### src/rtl/pwm_capture.sv
// PWM receiver: measures high time and period (rise to rise) of i_pwm in i_clk
// cycles, and reports a stuck line with a single timeout strobe.
module pwm_capture #(
  parameter int unsigned SYNC_STAGES = 2,
  parameter int unsigned CW          = 10,
  parameter int unsigned TIMEOUT     = 512
) (
  input  logic          i_clk,
  input  logic          i_reset_n,
  input  logic          i_pwm,
  output logic [CW-1:0] o_high,
  output logic [CW-1:0] o_period,
  output logic          o_valid,
  output logic          o_timeout,
  output logic          o_level
);

  localparam logic [CW-1:0] TO  = CW'(TIMEOUT);
  localparam logic [CW-1:0] ONE = CW'(1);

  typedef enum logic {S_IDLE, S_MEAS} state_t;

  state_t               state, state_nxt;
  logic [SYNC_STAGES-1:0] sync;
  logic                 s, s_d, rise;
  logic [CW-1:0]        period_cnt, period_nxt;
  logic [CW-1:0]        high_cnt, high_nxt;
  logic                 timeout_done, done_nxt;
  logic [CW-1:0]        o_high_nxt, o_period_nxt;
  logic                 o_valid_nxt, o_timeout_nxt, o_level_nxt;
  logic                 to_update;

  assign s    = sync[SYNC_STAGES-1];
  assign rise = s & ~s_d;

  always_ff @(posedge i_clk or negedge i_reset_n) begin
    if (!i_reset_n) begin
      sync         <= '0;
      s_d          <= 1'b0;
      state        <= S_IDLE;
      period_cnt   <= '0;
      high_cnt     <= '0;
      timeout_done <= 1'b0;
      o_high       <= '0;
      o_period     <= '0;
      o_valid      <= 1'b0;
      o_timeout    <= 1'b0;
      o_level      <= 1'b0;
    end else begin
      sync         <= {sync[SYNC_STAGES-2:0], i_pwm};
      s_d          <= s;
      state        <= state_nxt;
      period_cnt   <= period_nxt;
      high_cnt     <= high_nxt;
      timeout_done <= done_nxt;
      o_high       <= o_high_nxt;
      o_period     <= o_period_nxt;
      o_valid      <= o_valid_nxt;
      o_timeout    <= o_timeout_nxt;
      o_level      <= o_level_nxt;
    end
  end

  always_comb begin
    state_nxt     = state;
    period_nxt    = period_cnt;
    high_nxt      = high_cnt;
    done_nxt      = timeout_done;
    o_high_nxt    = o_high;
    o_period_nxt  = o_period;
    o_valid_nxt   = 1'b0;
    o_timeout_nxt = o_timeout;
    o_level_nxt   = o_level;
    to_update     = 1'b0;

    case (state)
      S_IDLE: begin
        if (rise) begin
          period_nxt = ONE;
          high_nxt   = ONE;
          done_nxt   = 1'b0;
          state_nxt  = S_MEAS;
        end else if (period_cnt == TO) begin
          to_update = !timeout_done;
        end else begin
          period_nxt = period_cnt + ONE;
        end
      end
      S_MEAS: begin
        if (rise) begin
          o_period_nxt  = period_cnt;
          o_high_nxt    = high_cnt;
          o_timeout_nxt = 1'b0;
          o_level_nxt   = 1'b1;
          o_valid_nxt   = 1'b1;
          period_nxt    = ONE;
          high_nxt      = ONE;
        end else if (period_cnt == TO) begin
          to_update = 1'b1;
          state_nxt = S_IDLE;
        end else begin
          period_nxt = period_cnt + ONE;
          high_nxt   = high_cnt + {{(CW-1){1'b0}}, s};
        end
      end
      default: state_nxt = S_IDLE;
    endcase

    // Marking the timeout as done on the MEAS->IDLE path too keeps IDLE
    // from firing a second strobe on the very next cycle.
    if (to_update) begin
      o_period_nxt  = '0;
      o_high_nxt    = '0;
      o_timeout_nxt = 1'b1;
      o_level_nxt   = s;
      o_valid_nxt   = 1'b1;
      done_nxt      = 1'b1;
    end
  end

endmodule

### config.mk
export PLATFORM = sky130hd
export DESIGN_NAME = pwm_capture
export DESIGN_NICKNAME = d
export VERILOG_FILES = /design/src/rtl/pwm_capture.sv
export SDC_FILE = /design/constraint.sdc
export NUM_CORES = 1
export LEC_CHECK = 0
export BUFFER_PORTS_ARGS = -buffer_cell sky130_fd_sc_hd__buf_4
export CORE_UTILIZATION = 50
export DETAILED_ROUTE_END_ITERATION = 10
export PLACE_DENSITY = 0.7
export SETUP_SLACK_MARGIN = 0.02
export SKIP_CTS_REPAIR_TIMING = 1
export SYNTH_ARGS = -nofsm -noshare
export SYNTH_HDL_FRONTEND = slang
export SYNTH_SLANG_ARGS = --single-unit
### constraint.sdc
create_clock -name i_clk -period 2.3 [get_ports i_clk]
set_input_delay 0.23 -clock i_clk [delete_from_list [all_inputs] [get_ports i_clk]]
set_output_delay 0.23 -clock i_clk [all_outputs]
set_load 0.01 [all_outputs]
* Word-level counts from Yosys, hierarchy flattened
Cells that the tools add are included.
Widths: inputs -> output; s select.
** Operators by class
- Add/subtract/negate cells :: 2
- Equality and inequality tests :: 5
- Multiplexer cells :: 31
- Bitwise logic cells :: 3
- Reduce and logical (&&, ||, !) cells :: 6
** Operators by type and width (number)
- $mux 10 :: 11
- $pmux 10 s2 :: 1
- $mux 1 :: 17
- $add 10x1->10 :: 1
- $add 10x1->10 const B :: 1
- $eq 10x10->1 const B :: 1
- $reduce_and 2->1 :: 3
- $ne 2x2->1 const B :: 2
- $pmux 1 s2 :: 2
- $reduce_bool 2->1 :: 2
- $ne 3x3->1 const B :: 1
- $ne 2x1->1 const B :: 1
- $not 1->1 :: 2
- $and 1x1->1 :: 1
- $logic_not 1->1 :: 1
** Word-level totals
- Flip-flop bits (word level) :: 48
- Input port bits :: 3
- Output and inout bits :: 23
- Word-level logic and storage cells :: 58

* Longest topological paths before layout
Gate-level depths: netlist (run 1).
- Depth in word-level cells :: 6
- Depth in mapped cells :: 8
- Depth with buffers taken out :: 6

* Worst setup path after synthesis (run 1)
OpenSTA, ideal clock, no wires.
- Kind :: reg2reg
- Start :: register period_cnt[0]
- End :: register high_cnt[9]
- Setup time :: 0.078 ns
- Arrival :: 1.699 ns
- Data required time :: 2.222 ns
- Setup slack :: 0.523 ns
- Stages on the path, launching flop included :: 7
- Buffers on the path :: 0
- Period minus slack after synthesis :: 1.777 ns
- Path through :: dfrtp_1 > inv_1 > ha_1 > nor3b_2 > a311o_1 > or4_1 > a21oi_1
** Between the ends
- Word-level cells in the longest chain between the ends :: 3
** RTL lines
- from (decl) :: line 26 : logic [CW-1:0] period_cnt, period_nxt;
- from (signal assigned) :: line 53 : period_cnt <= period_nxt;
- $eq 10x10->1 :: line 98 : end else if (period_cnt == TO) begin
- $ne 3x3->1 (no source line)
- $reduce_and 2->1 (no source line)
- to (signal assigned) :: line 54 : high_cnt <= high_nxt;
- to (decl) :: line 27 : logic [CW-1:0] high_cnt, high_nxt;
Every way passes these cells.
A chain may end at the register's enable or synchronous reset.

* Worst setup path after layout (run 1)
- Start :: register period_cnt[1]
- End :: register high_cnt[9]
Same word-level chain as after synthesis.

==> flow_summary_export.csv, run 1 <==
group,metric,value,unit
outcome,status,"completed",
cts,cts_buffers,5,
route,ant_nets,0,
min_path,hold_class,"primary input to flip-flop",
setup_path,worstPathMaxFanout,8,
synth,syn_nets,189,
setup_path,cp_num_buf_inv,1,
timing,max_slew.worst_pin.slew,0.650,ns
setup_path,cp_slowest_stage_delay,0.46,ns
setup_path,path_cells,"inv_1 > ha_1 > nor3b_2 > a311o_1 > or4_1 > a21oi_1",
finish,synthToLayoutAreaGrowth,15.4,%
route,wl,3880,um
route,drtIter0Drc,89,
synth,syn_area,2080,um2
placement,port_buffers,25,
floorplan,coreArea,4000,um2
synth,synth_cell_type_count,37,
cts,clk_pin_slew,0.09,ns
setup_path,crit_path_end_kind,"flip-flop",
setup_path,worstPathArrival,2.19,ns
route,first_pass_iters,4,
setup_path,worstSetupPathType,"flip-flop to flip-flop",
floorplan,fp-row-count,23,
synth,synth_top_area_cell,"dfrtp_1",
timing,finalHoldViolCount,0,
synth,ys_seq_area_share,57.8,%
timing,rsz0062_at_grt,"false",
finish,seq_area,1200,um2
global_routing,antenna_found_initial,0,
pwr,ir_worst_vdd,0.408,mV
finish,fillers,347,
timing,fmax,510,MHz
floorplan,fp.dieArea,4420,um2
synth,synth_edf_count,0,
floorplan,chipHeight,66.5,um
synth,netlist_instances,182,
synth,yosys_warnings,0,
timing,report.final.setup_viol,0,
finish,multi_input_area,790,um2
timing,fin_tns_setup,0,ns
route,wl_met1,1910,um
cts,root_buffer,"clkbuf_8",
synth,yosysMostFrequentCell,"dfrtp_1",
placement,place_ws,0.343,ns
finish,drive_above_1_share,19.6,%
cts,max-clock-path-buffers,2,
synth,ys_ff_latch,48,
floorplan,initial_utilization,51.9,%
cts,cts_tree,"built",
setup_path,cp-start-kind,"flip-flop",
route,highest_layer,"met4",
cts,cts_htree_levels,2,
route,dr_wl_met3,149,um
global_routing,grt_usage,21.2,%
finish,fin_nets,215,
synth,synth_top_cells_by_area,"dfrtp_1 (58%), a22o_1 (8.4%), nor2_1 (2.5%), xor2_1 (2.5%), ha_1 (2.4%)",
timing,slew_headroom,56.4,%
setup_path,critical_path.top_delay_family,"simple AND/OR/NAND/NOR gates",
timing,setup_slack,0.340,ns
global_routing,grt_pass1_vias,1469,
setup_path,cp_slowest_cell,"a311o_1",
timing,finalCritPeriodShare,85.2,%
floorplan,die_w,66.5,um
pwr,leakage,1.17,nW
cts,clock_latency,0.30,ns
timing,maxSlewViolCount,0,
route,via_per_inst,5.67,
cts,clock-sinks,48,
placement,dpl.hpwl,2610,um
setup_path,cp_data_required_time,2.53,ns
route,wl_met2,1770,um
placement,gp_congestion,0.807,
route,drc,0,
timing,finClkSkew,0.00813,ns
finish,final_util,59.9,%
synth,synth_top_area_share,57.8,%
synth,synth.top_cells.by_count,"dfrtp_1 (48), a22o_1 (20), nor2_1 (14)",
synth,syn_area_per_cell,11.4,um2
synth,synth_ff_type,"dfrtp_1",
synth,synthArstFlopShare,100,%
timing,fin_crit,1.96,ns
global_routing,grt_start_max_net_pins,49,
global_routing,grt-ovfl-total,0,
route,wl_per_cell,15.0,um
job,max-cap-violations,0,
global_routing,grt_pass1_wl,6930,um
route,vias,1468,
pwr,cellPowerDensity,820,nW/um2
floorplan,ios,26,
finish,antenna_cells,0,
[registers in the layout, indices dropped and copies added (netlist names)]
name and count:
sync 2, o_period 10, high_cnt 10, o_valid 1, period_cnt 10, o_timeout 1
o_level 1, timeout_done 1, state 1, s_d 1, o_high 10
[final cells by class]
class | instances | share of cell area [%]
multi-input combinational | 117 | 33.0
clock inverter | 2 | 0.418
clock buffer | 6 | 3.45
tap | 50 | 2.61
sequential | 48 | 50.1
inverter | 6 | 0.940
timing repair buffer | 30 | 9.50
[final timing paths]
check | to | startpoint | depth (start not counted) | slack [ns]
max | high_cnt[9] | period_cnt[1] | 6 | 0.34
min in group asynchronous | o_valid | i_reset_n | 2 | 0.46
min reg2reg | sync[1] | sync[0] | 0 | 0.36
max in group asynchronous | period_cnt[2] | i_reset_n | 2 | 1.43
max reg2reg | high_cnt[9] | period_cnt[1] | 6 | 0.34
min | sync[0] | i_pwm | 1 | 0.03
[metal layers]
metal | track usage (%) | vias up
li1 | - | 707
met2 | 32.3 | 33
met1 | 28.8 | 719
met5 | 0 | -
met4 | 8.24 | 0
met3 | 5.82 | 9
[report_power, final]
group | switching, mW | internal, mW | leakage, nW
Combinational | 0.192 | 0.191 | 0.484
Clock | 0.271 | 0.240 | 0.0510
Sequential | 0.123 | 0.948 | 0.632
[cells in the final DEF (no fill, tap or decap), types with 2 or more instances in the layout]
cell	count
or3_1	2
xnor2_1	3
clkbuf_8	6
a22o_1	20
a31oi_1	3
ha_1	4
a21oi_1	8
or4_1	2
dfrtp_1	48
nand2b_1	2
nor2b_1	4
mux2i_1	2
nand3_1	6
nand4_1	2
inv_1	6
o21ai_0	8
nand2_1	12
nor2_1	14
clkinv_2	2
o31ai_1	2
buf_4	29
and4_1	2
xor2_1	6
nand3b_1	2
and3_1	3
[logic make-up (layout without fill, tap and decap cells)]
kind of cell    count (synthesis)  count (layout)  share of synthesized area [%]
mux                             2               2                          0.964
simple gates                   55              55                           14.2
compound gates                 47              47                           16.6
fa+ha+maj                       4               4                           2.41
flops                          48              48                           57.8
buf+inv                        17              44                           4.16
xor+xnor                        9               9                           3.80
[per-stage QoR]
| stage | area [um2] | instances | hold WS (ns) | total power [mW] |
|---|---|---|---|---|
| 4_1_cts | 2390 | 258 | -0.0526 | 1.99 |
| 5_1_grt | 2400 | 259 | 0.0176 | 2.08 |
| 3_5_place_dp | 2290 | 250 | 0.278 | 1.47 |
| 3_3_place_gp | 2290 | 250 | 0.271 | 1.45 |
| 2_1_floorplan | 2080 | 182 | -0.0656 | 1.31 |
| 6_report | 2400 | 259 | 0.0331 | 1.97 |
(Power assumes the default switching activity.)
==> inputs of run 2 (changes only) <==
--- a/config.mk
+++ b/config.mk
@@ -9,6 +9,7 @@
 export CORE_UTILIZATION = 50
 export DETAILED_ROUTE_END_ITERATION = 10
 export PLACE_DENSITY = 0.7
+export RECOVER_POWER = 100
 export SETUP_SLACK_MARGIN = 0.02
 export SKIP_CTS_REPAIR_TIMING = 1
 export SYNTH_ARGS = -nofsm -noshare
==> run 2 against run 1 <==
- first-iteration DRC count fell by 1.1%
- routed wire length is essentially flat
- largest power group unchanged
- sequential cell count unchanged
- critical path depth is the same
- die area did not move
- utilization is 2.3 points lower
- combinational power is 11% lower
- count of clock-buffer cells in the layout did not move
- critical path type unchanged
==> flow_summary_export.csv, run 2 (synthesis gave the netlist of run 1 again) <==
group,metric,value,unit
timing,report.final.setup_viol,0,
placement,dp_cells,250,
pwr,cellPowerDensity,835,nW/um2
route,dr_wl_met3,140,um
cts,clock-sinks,48,
pwr,leakage,1.07,nW
floorplan,fp-row-count,23,
finish,drive_above_1_share,8.13,%
global_routing,grt_usage,21.2,%
route,drc,0,
placement,dpl_cell_area,2290,um2
cts,cts_buffers,5,
route,vias,1460,
placement,dpl.hpwl,2610,um
floorplan,ios,26,
timing,finalCritPeriodShare,85.4,%
timing,max_slew.worst_pin.slew,1.14,ns
min_path,hold_class,"primary input to flip-flop",
route,first_pass_iters,4,
setup_path,crit_path_end_kind,"flip-flop",
floorplan,die_w,66.5,um
route,wl_met1,1940,um
timing,rsz0062_at_grt,"false",
timing,maxSlewViolCount,0,
route,wl,3880,um
setup_path,worstPathArrival,2.20,ns
setup_path,cp-start-kind,"flip-flop",
setup_path,worstPathMaxFanout,8,
route,wl_met2,1750,um
finish,antenna_cells,0,
global_routing,antenna_found_initial,0,
pwr,ir_worst_vdd,0.406,mV
route,wl_per_cell,15.0,um
timing,finalHoldViolCount,0,
timing,slew_headroom,24.3,%
global_routing,grt_start_max_net_pins,49,
timing,fmax,509,MHz
finish,final_util,57.6,%
cts,clk_pin_slew,0.09,ns
timing,fin_tns_setup,0,ns
floorplan,initial_utilization,51.9,%
route,drtIter0Drc,88,
timing,finClkSkew,0.00760,ns
job,max-cap-violations,0,
outcome,status,"completed",
cts,cts_tree,"built",
global_routing,grt_pass1_vias,1469,
cts,root_buffer,"clkbuf_8",
cts,clock_latency,0.30,ns
route,via_per_inst,5.64,
finish,synthToLayoutAreaGrowth,10.9,%
cts,max-clock-path-buffers,2,
global_routing,grt-ovfl-total,0,
placement,gp_congestion,0.807,
global_routing,grt_pass1_wl,6930,um
floorplan,fp.dieArea,4420,um2
finish,layout_commonest_cell,"dfrtp_1",
pwr,power,1.92,mW
route,ant_nets,0,
floorplan,coreArea,4000,um2
finish,layout.cells.non_filler,259,
setup_path,worstSetupPathType,"flip-flop to flip-flop",
timing,fin_crit,1.97,ns
floorplan,chipHeight,66.5,um
setup_path,cp_data_required_time,2.53,ns
placement,port_buffers,25,
finish,fin_nets,215,
cts,cts_htree_levels,2,
finish,final_cell_mix,"dfrtp_1 (48), clkbuf_1 (23), a22o_1 (20), nor2_1 (14), nand2_1 (12)",
finish,final_area,2300,um2
route,highest_layer,"met4",
run 2: cell count changes in the layout (fill, tap and decap cells not counted):
cell	previous run	this run
buf_4	29	4
clkbuf_1	0	23
clkbuf_2	0	1
clkbuf_4	0	1
o21ai_0	8	9
o21ai_2	1	0
run 2: critical path, cell delays in order (launching register included):
cell and delay, ns:
dfrtp_1 0.43, inv_1 0.07, ha_1 0.18, nor3b_2 0.18, a311o_1 0.46, or4_1 0.43
a21oi_1 0.15
run 2: power by group:
part           switching, mW  total (mW)  leakage (nW)  internal, mW
Sequential             0.122        1.07         0.632         0.948
Combinational          0.192       0.342         0.388         0.149
Clock                  0.270       0.510        0.0510         0.240
run 2: layer usage:
| layer | track usage (%) | up-vias |
|---|---|---|
| li1 | - | 705 |
| met1 | 28.8 | 719 |
| met2 | 32.3 | 27 |
| met3 | 5.82 | 9 |
| met4 | 8.24 | 0 |
| met5 | 0 | - |
run 2: area by class of cell:
type	instances	area (um2)
Multi-Input combinational cell	117	786
Sequential cell	48	1200
Fill cell	364	1700
Clock buffer	6	82.6
Inverter	6	22.5
Clock inverter	2	10.0
Tap cell	50	62.6
Timing Repair Buffer	30	139
run 2: stage by stage:
stage / worst slack [ns] / hold WS, ns
detailed placement: 0.343 / 0.278
CTS: 0.336 / -0.0526
global placement: 0.421 / 0.271
floorplan: 0.523 / -0.0656
global route: 0.166 / 0.0394
finish: 0.335 / 0.0548
run 2: worst paths after layout:
path	from	endpoint	slack, ns	depth (start not counted)
max in group asynchronous	i_reset_n	period_cnt[2]	0.93	2
min in group asynchronous	i_reset_n	o_valid	0.68	2
worst max register to register	period_cnt[1]	high_cnt[9]	0.33	6
worst min register to register	sync[0]	sync[1]	0.36	0
worst min-delay path	i_pwm	sync[0]	0.05	1
worst max-delay path	period_cnt[1]	high_cnt[9]	0.33	6
